==> config.mk <==
export PLATFORM = sky130hd
export DESIGN_NAME = pzbcm_width_downsizer
export DESIGN_NICKNAME = d
export VERILOG_FILES = /design/src/rtl/pzbcm_width_downsizer_pkg.sv /design/src/rtl/pzbcm_width_downsizer.sv
export SDC_FILE = /design/constraint.sdc
export NUM_CORES = 1
export LEC_CHECK = 0
export CORE_AREA = 3 3 51 76
export DETAILED_ROUTE_END_ITERATION = 8
export DIE_AREA = 0 0 54 79
export DONT_BUFFER_PORTS = 1
export GPL_ROUTABILITY_DRIVEN = 0
export PLACE_DENSITY_LB_ADDON = 0.15
export SLEW_MARGIN = 20
export SYNTH_ARGS = -nofsm -noshare
export SYNTH_HDL_FRONTEND = slang
export SYNTH_SLANG_ARGS = --single-unit
==> constraint.sdc <==
create_clock -name i_clk -period 3.8 [get_ports i_clk]
set_input_delay 0.57 -clock i_clk [delete_from_list [all_inputs] [get_ports i_clk]]
set_output_delay 0.57 -clock i_clk [all_outputs]
set_load 0.005 [all_outputs]
==> src/rtl/pzbcm_width_downsizer_pkg.sv <==
// Shared types and width helpers for the wide-to-narrow serializer.
package pzbcm_width_downsizer_pkg;

    // Serializer state: IDLE waits for a word, BUSY is emitting beats.
    typedef enum logic {
        IDLE = 1'b0,
        BUSY = 1'b1
    } state_e;

    // Width of one output beat.
    function automatic int calc_out_width(int in_width, int ratio);
        return in_width / ratio;
    endfunction

    // Width of the beat index / beat count fields (at least one bit).
    function automatic int calc_beat_w(int ratio);
        return (ratio <= 2) ? 1 : $clog2(ratio);
    endfunction

endpackage

==> src/rtl/pzbcm_width_downsizer.sv <==
// Valid/ready wide-to-narrow serializer: one IN_WIDTH word in, up to RATIO
// OUT_WIDTH beats out, final beat flagged with o_last. A new word is taken in
// the same cycle the last beat leaves, so consecutive words have no bubble.
//
// Handshake: a transfer happens on a rising i_clk edge where valid && ready;
// a source holding valid keeps its payload stable until that edge, and the
// only combinational input-to-output path is i_ready -> o_ready.
module pzbcm_width_downsizer
    import pzbcm_width_downsizer_pkg::*;
#(
    parameter int IN_WIDTH  = 32,
    parameter int RATIO     = 4,
    parameter int OUT_WIDTH = calc_out_width(IN_WIDTH, RATIO),
    parameter int BEAT_W    = calc_beat_w(RATIO),
    parameter int LSB_FIRST = 1
) (
    input  logic                 i_clk,
    input  logic                 i_rst,
    input  logic                 i_valid,
    output logic                 o_ready,
    input  logic [IN_WIDTH-1:0]  i_data,
    input  logic [BEAT_W-1:0]    i_beats,
    output logic                 o_valid,
    input  logic                 i_ready,
    output logic [OUT_WIDTH-1:0] o_data,
    output logic                 o_last
);

    // Parameter sanity at elaboration.
    if ((IN_WIDTH % RATIO) != 0) begin : g_bad_in_width
        $error("pzbcm_width_downsizer: IN_WIDTH must be a multiple of RATIO");
    end
    if (RATIO < 2) begin : g_bad_ratio
        $error("pzbcm_width_downsizer: RATIO must be >= 2");
    end

    state_e              state_q, state_d;
    logic [IN_WIDTH-1:0] data_q,  data_d;
    logic [BEAT_W-1:0]   idx_q,   idx_d;
    logic [BEAT_W-1:0]   end_q,   end_d;   // beat count minus one

    logic                accept;
    logic                beat_hs;
    logic [BEAT_W-1:0]   sel;
    logic [OUT_WIDTH-1:0] slices [RATIO];

    assign o_valid = (state_q == BUSY);
    assign o_last  = (state_q == BUSY) && (idx_q == end_q);
    assign o_ready = (state_q == IDLE) || (o_valid && i_ready && o_last);
    assign accept  = i_valid && o_ready;
    assign beat_hs = o_valid && i_ready;

    for (genvar g = 0; g < RATIO; g++) begin : g_slice
        assign slices[g] = data_q[g*OUT_WIDTH +: OUT_WIDTH];
    end

    // Pick the current beat slice in the configured order.
    always_comb begin
        sel = idx_q;
        if (LSB_FIRST == 0) begin
            sel = BEAT_W'(RATIO - 1) - idx_q;
        end
        o_data = slices[sel];
    end

    // Next-state: advance within a word, reload on accept (overrides the
    // drop to IDLE so the last beat and the next word overlap).
    always_comb begin
        state_d = state_q;
        data_d  = data_q;
        idx_d   = idx_q;
        end_d   = end_q;
        if (beat_hs) begin
            if (!o_last) begin
                idx_d = idx_q + BEAT_W'(1);
            end else begin
                state_d = IDLE;
            end
        end
        if (accept) begin
            data_d  = i_data;
            idx_d   = '0;
            end_d   = i_beats - BEAT_W'(1);
            state_d = BUSY;
        end
    end

    // State and datapath registers; reset discards any word in flight.
    always_ff @(posedge i_clk or posedge i_rst) begin
        if (i_rst) begin
            state_q <= IDLE;
            data_q  <= '0;
            idx_q   <= '0;
            end_q   <= '0;
        end else begin
            state_q <= state_d;
            data_q  <= data_d;
            idx_q   <= idx_d;
            end_q   <= end_d;
        end
    end

    // Beat counts above RATIO only exist when RATIO is not a power of two.
    if ((1 << BEAT_W) != RATIO) begin : g_beats_chk
        property p_beats_legal;
            @(posedge i_clk) disable iff (i_rst)
                (accept && (i_beats != '0)) |-> (int'(i_beats) <= RATIO);
        endproperty
        a_beats_legal : assert property (p_beats_legal)
            else $error("pzbcm_width_downsizer: i_beats exceeds RATIO");
    end

endmodule
Word level (Yosys, flattened, before mapping)
Cells that the tools add are included.
W data, S select, Z words.
{ "classes": {"n_addsub": 2, "order_cmp": 1, "n_eq_ne": 2, "muxes": 9, "n_bitwise": 2, "reduce_logical": 9} }
{ "ops": {"columns": ["op", "n"], "rows": [
  ["$bmux W8 S2", 1],
  ["$mux W8", 2],
  ["$mux W2", 3],
  ["$logic_and A1 B1 Y1", 4],
  ["$reduce_and A2 Y1", 2],
  ["$reduce_bool A2 Y1", 2],
  ["$ge A3 B3 Y1 const B", 1],
  ["$mux W1", 3],
  ["$not A2 Y3", 1],
  ["$add A2 B1 Y2 const B", 1],
  ["$eq A2 B2 Y1", 1],
  ["$ne A2 B1 Y1 const B", 1],
  ["$sub A2 B1 Y2 const B", 1],
  ["$logic_or A1 B1 Y1", 1],
  ["$not A1 Y1", 1]
]} }
{ "totals": {"reg_bits": 37, "input_bits": 38, "output_inout_bits": 11, "word_cells": 29} }

Depth between registers and ports, before layout
{ "depth": {"word_depth": 7, "mapped_depth": 6, "ltp_nobuf": 4} }

Least setup slack after synthesis
OpenSTA, ideal clock, no wires.
{ "synth_timing": {"path_type": "register to output", "from": "reg idx_q[0]", "to": "out o_data[0]", "arrival_time_ps": 1179, "slack_ps": 2051, "stages_incl_launch_ff": 3, "path_buffers": 1, "cell_sequence": "dfrtp_1 > buf_2 > mux4_2"} }
{ "synth_via": {"elab_chain_cells": 4} }
{ "synth_lines": {"columns": ["item", "line_no", "source"], "rows": [
  ["start: declaration", "pzbcm_width_downsizer.sv:39", "logic [BEAT_W-1:0] idx_q, idx_d;"],
  ["start signal: assignment", "pzbcm_width_downsizer.sv:98", "idx_q <= idx_d;"],
  ["$not A2 Y3 (implied by the code)", "pzbcm_width_downsizer.sv:63", "o_data = slices[sel];"],
  ["$bmux W8 S2", "pzbcm_width_downsizer.sv:63", null],
  ["$mux W8 (implied by the code) (2 in a row)", "pzbcm_width_downsizer.sv:63", null],
  ["end: declaration", "pzbcm_width_downsizer.sv:25", "output logic [OUT_WIDTH-1:0] o_data,"]
]} }
No other way between the ends. The select of a mux whose other input is x is not followed.

Worst setup path after layout
{ "layout_timing": {"from": "reg idx_q[0]", "to": "reg data_q[21]"} }
{ "layout_via": {"elab_chain_cells": 5} }
{ "layout_lines": {"columns": ["item", "line_no", "source"], "rows": [
  ["$eq A2 B2 Y1", "pzbcm_width_downsizer.sv:48", "assign o_last = (state_q == BUSY) && (idx_q == end_q);"],
  ["$logic_and A1 B1 Y1", "pzbcm_width_downsizer.sv:48", null],
  ["$logic_and A1 B1 Y1", "pzbcm_width_downsizer.sv:49", "assign o_ready = (state_q == IDLE) || (o_valid && i_ready && o_last);"],
  ["$logic_or A1 B1 Y1", "pzbcm_width_downsizer.sv:49", null],
  ["$logic_and A1 B1 Y1", "pzbcm_width_downsizer.sv:50", "assign accept = i_valid && o_ready;"],
  ["end signal: assignment", "pzbcm_width_downsizer.sv:97", "data_q <= data_d;"],
  ["end: declaration", "pzbcm_width_downsizer.sv:38", "logic [IN_WIDTH-1:0] data_q, data_d;"]
]} }
No other way between the ends.
A chain may end at the register's enable or synchronous reset.

==> impl_metrics.py <==
metrics = {
    "die": {
        "die-width_um": 54,
        "dieArea_um2": 4270,
        "fp.dieH_um": 79,
        "fp.coreArea_um2": 3220,
        "std_cell_rows": 25,
        "ioPinCount": 49,
        "starting_density_of_the_core_pct": 54.8,
    },
    "finish": {
        "finish.instance_area_um2": 1860,
        "nNetsFinal": 157,
        "layout-drive-gt1-share_pct": 43.7,
        "commonest_non_fill_non_tap_cells_in_the_layout": "dfrtp_1, mux2_2, mux4_2",
        "leading_cell_type_in_the_layout_fill_and_taps_excluded": "dfrtp_1",
        "fillCellCount": 271,
        "antenna_cells_inserted": 0,
        "areaGrowthSynthToFinish_pct": 5.17,
    },
    "clock_network": {
        "worst_skew_pair.late_latency_ps": 280,
        "cts.root.buffer_cell": "clkbuf_8",
        "tritoncts": "done",
        "cts_buffers": 5,
        "cts.repair_timing.setup_buffer_count": 0,
        "ctsHoldBuffers": 0,
        "cts-resized-gates": 0,
        "cts.reportedPaths.clkPinSlew_ps": 60,
        "clock_tree.htree_level_count": 2,
        "clock-sinks": 37,
        "clock_path_buffers": 2,
    },
    "power": {
        "switching_share_pct": 31.0,
        "power.sequential.fraction_pct": 45.5,
        "p_leak_nw": 0.788,
        "pwr-share-comb_pct": 38.6,
        "cellInternalPower_w": 0.00115,
        "clock_share_of_power_pct": 15.9,
        "peakVddDrop_v": 0.000445,
        "power.density_cell_area_nw_per_um2": 894,
        "p_switching_w": 0.000514,
    },
    "worst_setup_path": {
        "worst_setup_path_category": "flip-flop to flip-flop",
        "worst_setup_path_end_kind": "flip-flop",
        "startpoint_type": "flip-flop",
        "r2r_slack_ps": 1470,
        "crit_required_ps": 3960,
        "worst-endpoint-arrival_ps": 2490,
        "crit_fanout": 24,
    },
    "timing": {
        "timing.slew.headroom_pct": 53.6,
        "setup_repair_after_global_routing_missed_its_margin": "false",
        "timing.final.ws_setup_ps": 1470,
        "timing.clock.skew_ps": 7.10,
        "fin_tns_setup_ps": 0,
        "tightest_slew_ps": 697,
        "max_freq_mhz": 430,
        "setup-violations-final": 0,
        "timing.final.hold_violations": 0,
        "final.min_clock_period_ps": 2330,
        "timing.final.max_slew_violations": 0,
        "post-route-period-util_pct": 61.2,
    },
    "placed_design": {
        "port_bufs": 0,
        "pre_cts_slack_ps": 1430,
        "dp_hpwl_mm": 2.23,
        "postPlaceCellArea_um2": 1770,
    },
    "logic_synthesis": {
        "synthFlopType": "dfrtp_1",
        "synthDistinctLibCells": 25,
        "ys.warnings.count": 0,
        "ys_seq_area_share_pct": 52.4,
        "synth.net_count": 155,
        "synth_enable_flop_cells": 0,
        "synth_async_sr_flop_share_pct": 100,
        "netlist_area_um2": 1770,
        "ys_ff_latch": 37,
        "syn-mean-instance-area_um2": 15.1,
        "syn_inst": 117,
    },
    "route": {
        "drt-initial-drc-count": 9,
        "post_drt_wl_per_cell_um": 18.8,
        "drcViolationCount": 0,
        "ant_nets": 0,
        "detailroute.via_count": 956,
        "drt_pre_antenna_iters": 4,
        "via_per_inst": 6.01,
        "totalWireLength_mm": 2.99,
    },
    "global_routing": {
        "grt_overflow_total": 0,
        "grt_start_max_net_pins": 38,
        "grt_pass1_vias": 1033,
        "grt_pass1_wl_mm": 4.93,
        "track_usage_pct": 16.7,
        "antenna_violations_before_repair": 0,
    },
    "min_path": {
        "timing.hold.worst.class": "input port to async pin",
    },
    "run_status": {
        "status": "finished clean",
    },
    "run": {
        "maxCapViolCount": 0,
    },
}
[state kept, by name, summed over array words and instances, names as in the netlist]
signal,count
idx_q,2
data_q,32
o_valid,1
end_q,2
[critical path, cell delays in order (launching register included)]
cell and delay (ps):
dfrtp_1 790, xnor2_2 220, a41oi_4 440, buf_4 370
mux2_2 380
[metal layers]
layer  track usage [%]  wire, um
met2              24.6      1500
met5                 0         0
met1              20.1      1200
met3              7.69       226
met4              8.23        66
[synthesized netlist by cell type (2+ instances only)]
cell,count,area share (%)
buf_6,4,2.5
nor2_1,2,0.43
mux2_2,32,20
nor2b_1,2,0.71
a21oi_1,2,0.57
nand2_1,4,0.85
inv_1,3,0.64
xnor2_2,2,1.8
buf_2,3,0.85
nand3_1,3,0.85
a21boi_0,2,0.85
dfrtp_1,37,52
mux4_2,8,10
nand2b_1,2,0.71
[power groups by stage]
stage / clock network, W / registers, W / logic (W)
after global placement: 0 / 0.000753 / 0.000633
after floorplan: 0 / 0.000667 / 0.000664
after detailed placement: 0 / 0.000770 / 0.000656
after CTS: 0.000280 / 0.000761 / 0.000656
final: 0.000264 / 0.000755 / 0.000642
after global routing: 0.000297 / 0.000790 / 0.000706
[path summary, 6_finish.rpt]
| check | start | depth (start not counted) | end |
|---|---|---|---|
| min in group i_clk | i_beats[0] | 1 | end_q[0] |
| max in group asynchronous | i_rst | 2 | data_q[2] |
| max | idx_q[0] | 4 | data_q[21] |
| min | i_rst | 2 | data_q[14] |
| max reg2reg | idx_q[0] | 4 | data_q[21] |
| min reg2reg | data_q[27] | 1 | data_q[27] |
[metrics by stage]
| step | total power (W) | instances | hold slack (ps) | utilization, % |
|---|---|---|---|---|
| 3_3_place_gp | 0.00139 | 152 | 482 | 55.0 |
| 2_1_floorplan | 0.00133 | 117 | 474 | - |
| 6_report | 0.00166 | 159 | 288 | 57.7 |
| 5_1_grt | 0.00179 | 159 | 304 | 57.7 |
| 3_5_place_dp | 0.00143 | 152 | 490 | 55.0 |
| 4_1_cts | 0.00170 | 159 | 287 | 57.7 |
[cell type report]
cell class	instances	area, um^2	area share, %
Inverter	3	11.3	0.606
Multi-Input combinational cell	70	769	41.4
Tap cell	40	50.0	2.69
Clock buffer	7	86.3	4.65
Sequential cell	37	926	49.8
Timing Repair Buffer	2	15.0	0.808
[kinds of logic (layout without fill, tap and decap cells)]
| logic type | after synthesis | in the layout | synth area share (%) |
|---|---|---|---|
| flops | 37 | 37 | 52.4 |
| buf+inv | 10 | 12 | 4.04 |
| compound gates | 11 | 11 | 5.52 |
| simple gates | 16 | 16 | 5.10 |
| xor+xnor | 3 | 3 | 2.34 |
| mux | 40 | 40 | 30.6 |
Power figures use the tool's default switching activity.
